### config.mk
export PLATFORM = sky130hd
export DESIGN_NAME = i2c_scl_timing_gen
export DESIGN_NICKNAME = d
export VERILOG_FILES = /design/src/rtl/i2c_pkg.sv /design/src/rtl/i2c_sync2.sv /design/src/rtl/i2c_scl_timing_gen.sv
export SDC_FILE = /design/constraint.sdc
export NUM_CORES = 1
export LEC_CHECK = 0
export CAP_MARGIN = 0
export CORE_MARGIN = 2
export CORE_UTILIZATION = 60
export DETAILED_ROUTE_END_ITERATION = 7
export PLACE_DENSITY = 0.79
export SYNTH_ARGS = -nofsm -noshare
export SYNTH_HDL_FRONTEND = slang
export SYNTH_SLANG_ARGS = --single-unit
### constraint.sdc
create_clock -name ref_clk -period 15.2 [get_ports ref_clk]
set_input_delay 2.28 -clock ref_clk [delete_from_list [all_inputs] [get_ports ref_clk]]
set_output_delay 2.28 -clock ref_clk [all_outputs]
set_load 0.01 [all_outputs]
### src/rtl/i2c_pkg.sv
// Shared I2C timing types and 50 MHz default quarter-period divisors.
package i2c_pkg;

  typedef enum logic [1:0] {SPD_STD, SPD_FAST, SPD_FPLUS} speed_t;
  typedef enum logic [1:0] {PH_Q0, PH_Q1, PH_Q2, PH_Q3} phase_t;

  localparam int unsigned DEF_CLK_FREQ_HZ = 50_000_000;
  localparam int unsigned DEF_QDIV_STD    = DEF_CLK_FREQ_HZ / 400_000;
  localparam int unsigned DEF_QDIV_FAST   = DEF_CLK_FREQ_HZ / 1_600_000;
  localparam int unsigned DEF_QDIV_FPLUS  = DEF_CLK_FREQ_HZ / 4_000_000;
  localparam int unsigned DEF_CNT_W       = 16;

  // Reserved encoding 11 falls back to standard mode.
  function automatic speed_t decode_speed(input logic [1:0] sel);
    case (sel)
      2'b01:   return SPD_FAST;
      2'b10:   return SPD_FPLUS;
      default: return SPD_STD;
    endcase
  endfunction

endpackage

### src/rtl/i2c_sync2.sv
// Two-flop synchroniser for the raw SCL pad; resets to the released (high) level.
module i2c_sync2 (
  input  logic clk,
  input  logic reset,
  input  logic d,
  output logic q_early,
  output logic q
);

  always_ff @(posedge clk) begin
    if (reset) begin
      q_early <= 1'b1;
      q       <= 1'b1;
    end else begin
      q_early <= d;
      q       <= q_early;
    end
  end

endmodule

### src/rtl/i2c_scl_timing_gen.sv
// Multi-speed I2C SCL quarter-phase timing generator with registered strobes.
// Clock stretching is enabled by defining I2C_CLK_STRETCH_EN.
module i2c_scl_timing_gen
  import i2c_pkg::*;
#(
  parameter int unsigned CLK_FREQ_HZ = DEF_CLK_FREQ_HZ,
  parameter int unsigned QDIV_STD    = CLK_FREQ_HZ / 400_000,
  parameter int unsigned QDIV_FAST   = CLK_FREQ_HZ / 1_600_000,
  parameter int unsigned QDIV_FPLUS  = CLK_FREQ_HZ / 4_000_000,
  parameter int unsigned CNT_W       = DEF_CNT_W
) (
  input  logic       ref_clk,
  input  logic       reset,
  input  logic       en,
  input  logic [1:0] speed_sel,
  input  logic       scl_in,
  output logic       scl_oe,
  output logic       busy,
  output logic [1:0] phase,
  output logic       change_tick,
  output logic       sample_tick,
  output logic       period_tick,
  output logic       stretch
);

  typedef enum logic {ST_IDLE, ST_RUN} state_t;

  localparam logic [CNT_W-1:0] ONE = CNT_W'(1);

  state_t           state_q, state_n;
  phase_t           phase_q, phase_n;
  logic [CNT_W-1:0] cnt_q, cnt_n;
  logic [CNT_W-1:0] qdiv_q, qdiv_n;
  logic [CNT_W-1:0] sel_qdiv;
  logic             run_n, last_n;
  logic             hold;
  logic             scl_early;

`ifdef I2C_CLK_STRETCH_EN
  logic scl_s;

  i2c_sync2 u_sync (
    .clk     (ref_clk),
    .reset   (reset),
    .d       (scl_in),
    .q_early (scl_early),
    .q       (scl_s)
  );

  assign hold = (state_q == ST_RUN) && (phase_q == PH_Q2) && !scl_s;
`else
  logic unused_scl_in;

  assign unused_scl_in = scl_in;
  assign scl_early     = 1'b1;
  assign hold          = 1'b0;
`endif

  always_comb begin
    case (decode_speed(speed_sel))
      SPD_FAST:  sel_qdiv = CNT_W'(QDIV_FAST);
      SPD_FPLUS: sel_qdiv = CNT_W'(QDIV_FPLUS);
      default:   sel_qdiv = CNT_W'(QDIV_STD);
    endcase
  end

  always_comb begin
    state_n = state_q;
    phase_n = phase_q;
    cnt_n   = cnt_q;
    qdiv_n  = qdiv_q;
    case (state_q)
      ST_IDLE: begin
        if (en) begin
          state_n = ST_RUN;
          phase_n = PH_Q0;
          cnt_n   = '0;
          qdiv_n  = sel_qdiv;
        end
      end
      ST_RUN: begin
        if (!hold) begin
          if (cnt_q == qdiv_q - ONE) begin
            cnt_n = '0;
            if (phase_q == PH_Q3) begin
              phase_n = PH_Q0;
              if (en) qdiv_n = sel_qdiv;
              else    state_n = ST_IDLE;
            end else begin
              phase_n = phase_t'(phase_q + 2'd1);
            end
          end else begin
            cnt_n = cnt_q + ONE;
          end
        end
      end
      default: state_n = ST_IDLE;
    endcase
  end

  assign run_n  = (state_n == ST_RUN);
  assign last_n = (cnt_n == qdiv_n - ONE);

  // Outputs are computed from next state so each strobe lands on the cycle it names;
  // the early sync stage predicts whether the next Q2 cycle will be held.
  always_ff @(posedge ref_clk) begin
    if (reset) begin
      state_q     <= ST_IDLE;
      phase_q     <= PH_Q0;
      cnt_q       <= '0;
      qdiv_q      <= CNT_W'(QDIV_STD);
      scl_oe      <= 1'b0;
      change_tick <= 1'b0;
      sample_tick <= 1'b0;
      period_tick <= 1'b0;
      stretch     <= 1'b0;
    end else begin
      state_q     <= state_n;
      phase_q     <= phase_n;
      cnt_q       <= cnt_n;
      qdiv_q      <= qdiv_n;
      scl_oe      <= run_n && (phase_n == PH_Q0 || phase_n == PH_Q1);
      change_tick <= run_n && (phase_n == PH_Q0) && last_n;
      sample_tick <= run_n && (phase_n == PH_Q2) && last_n && scl_early;
      period_tick <= run_n && (phase_n == PH_Q3) && last_n;
      stretch     <= run_n && (phase_n == PH_Q2) && !scl_early;
    end
  end

  assign busy  = (state_q == ST_RUN);
  assign phase = phase_q;

endmodule

== Word level (Yosys, flattened, before mapping) ==
Cells that the tools add are included.
Word-level totals
  bits in registers: 39
Cells by class
  add/sub/neg operators: 4
  equal/unequal tests: 10
  multiplexer cells: 17
  bitwise logic cells: 1
  reduce and logical (&&, ||, !) cells: 9
Operators with widths (count)
  16-bit 2-to-1 mux: 5
  16-bit case mux with 2 select lines: 2
  16-bit == test: 2
  16-bit by 1-bit subtractor with 16-bit output, second input constant: 2
  16-bit by 1-bit adder with 16-bit output, second input constant: 1
  7-bit case mux with 2 select lines: 1
  2-bit == test, second input constant: 5
  2-bit case mux with 2 select lines: 2
  1-bit logical AND: 7
  2-bit by 1-bit == test with 1-bit output, second input constant: 3
  2-bit 2-to-1 mux: 3
  1-bit 2-to-1 mux: 3
  2-bit by 1-bit adder with 2-bit output, second input constant: 1
  2-bit logical NOT: 1
  1-bit case mux with 2 select lines: 1
  1-bit logical OR: 1
  1-bit NOT: 1

== Logic depth before layout (Yosys ltp) ==
  word-level depth: 11
  gate-level depth with buffers: 25
  depth with buffers taken out: 22

== Least setup slack after synthesis ==
OpenSTA, ideal clock, no wires.
  path kind: input port to flip-flop
  start: input port en
  end: register period_tick
  library setup time: 73 ps
  arrival: 5884 ps
  data required time: 15127 ps
  setup slack: 9243 ps
  stages on the path: 17
  path buffers: 3
  cell sequence: clkbuf_1 -> nand3_1 -> o21ai_2 -> clkbuf_1 -> nor2_1 -> a21oi_1 -> ha_1 -> nor4b_1 -> and2_0 -> clkbuf_1 -> nand2_1 -> xor2_1 -> or2_2 -> a2111oi_2 -> nand4_1 -> nor4_2 -> nor3b_2
On the way
  longest elaborated chain between the ends: 7
  elaborated cells on any way between the ends: 17
  those cells by class: 1 x add/sub; 2 x eq/ne; 12 x mux; 2 x reduce/logical
Ends and longest elaborated chain
  from (decl): RTL line i2c_scl_timing_gen.sv:14  | input logic en,
  16-bit 2-to-1 mux: RTL line i2c_scl_timing_gen.sv:74, i2c_scl_timing_gen.sv:87
  16-bit 2-to-1 mux: RTL line i2c_scl_timing_gen.sv:85  | if (phase_q == PH_Q3) begin
  16-bit 2-to-1 mux: RTL line i2c_scl_timing_gen.sv:83  | if (cnt_q == qdiv_q - ONE) begin
  16-bit case mux with 2 select lines: RTL line i2c_scl_timing_gen.sv:72  | case (state_q)
  16-bit by 1-bit subtractor with 16-bit output: RTL line i2c_scl_timing_gen.sv:102  | assign last_n = (cnt_n == qdiv_n - ONE);
  16-bit == test: RTL line i2c_scl_timing_gen.sv:102
  1-bit logical AND *: RTL line i2c_scl_timing_gen.sv:125  | period_tick <= run_n && (phase_n == PH_Q3) && last_n;
  to (signal assigned): RTL line i2c_scl_timing_gen.sv:125
  to (decl): RTL line i2c_scl_timing_gen.sv:22  | output logic period_tick,
Every way passes the cells marked *; elsewhere a longest branch is shown, timed or not.
A chain may end at the register's enable or synchronous reset.

== Final worst setup path ==
  start: register qdiv_q[0]
  end: register period_tick
On the way
  longest elaborated chain between the ends: 7
  elaborated cells on any way between the ends: 17
  those cells by class: 2 x add/sub; 3 x eq/ne; 10 x mux; 2 x reduce/logical
Ends and longest elaborated chain
  from (decl): RTL line i2c_scl_timing_gen.sv:33  | logic [CNT_W-1:0] qdiv_q, qdiv_n;
  from (signal assigned): RTL line i2c_scl_timing_gen.sv:111  | qdiv_q <= CNT_W'(QDIV_STD);
  from (signal assigned): RTL line i2c_scl_timing_gen.sv:121  | qdiv_q <= qdiv_n;
  16-bit by 1-bit subtractor with 16-bit output / 16-bit 2-to-1 mux (equally long branches): RTL line i2c_scl_timing_gen.sv:83, i2c_scl_timing_gen.sv:74, i2c_scl_timing_gen.sv:87
  16-bit == test / 16-bit 2-to-1 mux (equally long branches): RTL line i2c_scl_timing_gen.sv:83, i2c_scl_timing_gen.sv:85
  16-bit 2-to-1 mux / 2-bit 2-to-1 mux (equally long branches): RTL line i2c_scl_timing_gen.sv:83
  16-bit case mux with 2 select lines / 2-bit case mux with 2 select lines (equally long branches): RTL line i2c_scl_timing_gen.sv:72
  16-bit by 1-bit subtractor with 16-bit output / 2-bit == test (equally long branches): RTL line i2c_scl_timing_gen.sv:102, i2c_scl_timing_gen.sv:125
  16-bit == test / 1-bit logical AND (equally long branches): RTL line i2c_scl_timing_gen.sv:102, i2c_scl_timing_gen.sv:125
  1-bit logical AND *: RTL line i2c_scl_timing_gen.sv:125
Marks and branches as above.

==> reports/metrics.cfg <==
[power]
ir_drop_mv = 0.0392
clockPowerShare = 0.411
total_power_w = 0.000224
seqPwrFrac = 0.479
power_leakage_nw = 1.16
p_sw_w = 0.0000583
comb_power_share = 0.109
powerDensity_nw_per_um2 = 65.4
internal_power_w = 0.000165
swShare = 0.261

[global_routing]
grt_max_degree = 25
grt_pass1_wl_um = 14000
antenna_found_initial = 0
grtUsageTotal = 0.298
grt.overflow.total = 0
grt_pass1_vias = 2814

[timing]
min_period_ns = 6.93
skew_ns = 0.00832
timing.fmax_ghz = 0.144
fin_crit_sh = 0.456
setup_tns_ns = 0
worst_pin_slew_ns = 0.908
hold_violations = 0
final_max_slew_viol_count = 0
finalSetupViolCount = 0
rsz0062_at_grt = no
maxSlewHeadroom = 0.390

[synthesis]
synth_edf_count = 0
synthArstFlopShare = 0
synth.area.top_cells = dfxtp_1 (24%), xnor2_1 (7.9%), nor2_1 (4.9%)
syn_area_um2 = 3220
post-synth-top-count-cell = nor2_1
synthFlopType = dfxtp_1
syn_inst = 426
yosysTopAreaCell = dfxtp_1
syn_nets = 438
synth_top_area_frac = 0.242
synth-seq-cells = 39
avgSynthCellArea_um2 = 7.56
yosysSeqAreaShare = 0.242
yosysWarnings = 0
synth_common_cells = nor2_1 (42), dfxtp_1 (39), nand2_1 (37)
ys_types = 71

[routing]
first_iter_violations = 301
dr_total_vias = 3141
drtPass1Iterations = 5
wl_per_cell_um = 17.6
wl_um = 8580
ant_nets = 0
drcViolationCount = 0
viasPerCell = 6.45

[clock_network]
numCtsBuffers = 5
clk_pin_slew_worst_paths_ns = 0.08
cts_resized = 0
cts_root_buffer = clkbuf_8
h-tree-depth = 2
postCtsHoldBufs = 0
insertion_delay_ns = 0.30
cts_buffer_depth = 2
tritoncts = done
cts_setup_buffers = 0
cts.sinks = 39

[hold_path]
hp-start = qdiv_q[15]
hp-class = reg -> reg
min_delay_path_depth = 1

[setup_path]
worst-path-stages = 21
required_ns = 15.44
end_kind = flop
start_kind = flop
crit_fanout = 23
worstSetupPathType = reg -> reg
rrSetupSlack_ns = 8.27
crit_path_max_incr_delay_ns = 0.95
r2r-end = period_tick
worst-path-buf-inv = 2
startpoint = qdiv_q[0]
timing.critical_path.cells = inv_1 > ha_1 > nor4b_2 > nand4_1 > xnor2_1 > o2111a_1 > nand4_2 > o21ai_2 > nand2_1 > o21ai_0 > ha_1 > nor4b_1 > buf_4 > and2_0 > nand2_1 > xor2_1 > or2_2 > a2111oi_2 > nand4_1 > nor4_2 > nor3b_2
arrival_ns = 7.17
path_delay_family = simple AND/OR/NAND/NOR gates
crit_slowest_cell = o21ai_2
rr_startpoint = qdiv_q[0]
endpoint = period_tick
r2r_cells = 21

[placement]
place_congestion = 0.989
place.detailed.hpwl_um = 6260
numPortBuffers = 11

[die]
initial_core_util = 0.627
die_height_um = 77.3
rows = 26
die-area_um2 = 5970
ios = 14
core_um2 = 5140
fp.dieW_um = 77.3

[final_layout]
drive_gt1_frac = 0.0767
finalNetCount = 428
synthToLayoutAreaGrowth_pct = 6.14
n_antenna_cell = 0

[status]
status = finished clean

[job]
cap_violations = 0

## cells in the final DEF (no fill, tap or decap), types with 4 or more instances in the layout
cell              n
clkbuf_8          6
ha_1              6
a22oi_1           4
o211ai_1         10
o21ai_1           6
nand4_1           7
nand3_1          20
nand2_1          37
or3_1             6
clkdlybuf4s50_1  11
xor2_1           16
nor3_1           15
xnor2_1          29
a21oi_1          19
a31oi_1           4
and2_1           13
o21a_1            5
dfxtp_1          39
a211oi_1          5
o21ai_0          15
nor2_1           42
nand2b_1          8
inv_1            13
nor4_1            5
## registers in the layout, summed over array words and instances (netlist names)
name,count
qdiv_q,16
sample_tick,1
cnt_q,16
phase,2
change_tick,1
busy,1
scl_oe,1
period_tick,1
## final cells by class
cell class,instances,area (um^2)
Clock inverter,2,35.0
Sequential cell,39,781
Inverter,13,48.8
Multi-Input combinational cell,343,2250
Fill cell,476,1720
Clock buffer,6,82.6
Tap cell,70,87.6
Timing Repair Buffer,14,133
## stage by stage
| stage | cell area [um^2] | util | cells | setup WS (ns) | hold WS (ns) |
|---|---|---|---|---|---|
| 2_1_floorplan | 3220 | - | 426 | 9.24 | 0.493 |
| 3_3_place_gp | 3300 | 0.642 | 479 | 8.19 | 0.505 |
| 3_5_place_dp | 3300 | 0.642 | 479 | 8.09 | 0.517 |
| 4_1_cts | 3420 | 0.665 | 487 | 8.40 | 0.528 |
| 5_1_grt | 3420 | 0.665 | 487 | 7.71 | 0.560 |
| 6_report | 3420 | 0.665 | 487 | 8.27 | 0.522 |
## power by group through the flow
stage               Combinational, W  Clock (W)  Sequential [W]
finish                     0.0000244  0.0000920        0.000107
CTS                        0.0000240  0.0000924        0.000107
detailed placement         0.0000239          0        0.000109
floorplan                  0.0000193          0        0.000107
global placement           0.0000233          0        0.000109
global route               0.0000270  0.0000965        0.000108
## routing by layer
metal	wire length (um)	GRT usage	vias up
li1	-	-	1499
met1	3680	0.390	1470
met2	3900	0.477	146
met3	776	0.0741	26
met4	228	0.104	0
met5	0	0	-
## cell families (layout without fill, tap and decap cells)
kind of cell             count (synthesis)  after routing  synth area share
AND/OR/NAND/NOR                        191            191             0.331
AO/OA/AOI/OAI                           95             95             0.204
XOR/XNOR                                45             45             0.122
buffers and inverters                   44             35            0.0587
flip-flops                              39             39             0.242
adder cells (fa/ha/maj)                  6              6            0.0233
multiplexers                             5              5            0.0167
other                                    1              1           0.00116
## worst min path at each step
| stage | slack, ns | endpoint |
|---|---|---|
| 2_1_floorplan | 0.49 | qdiv_q[15] |
| 3_3_place_gp | 0.50 | qdiv_q[15] |
| 3_5_place_dp | 0.52 | qdiv_q[15] |
| 4_1_cts | 0.53 | qdiv_q[15] |
| 5_1_grt | 0.56 | qdiv_q[15] |
| 6_report | 0.52 | qdiv_q[15] |
Note: power is estimated with default switching activity, not from simulation.
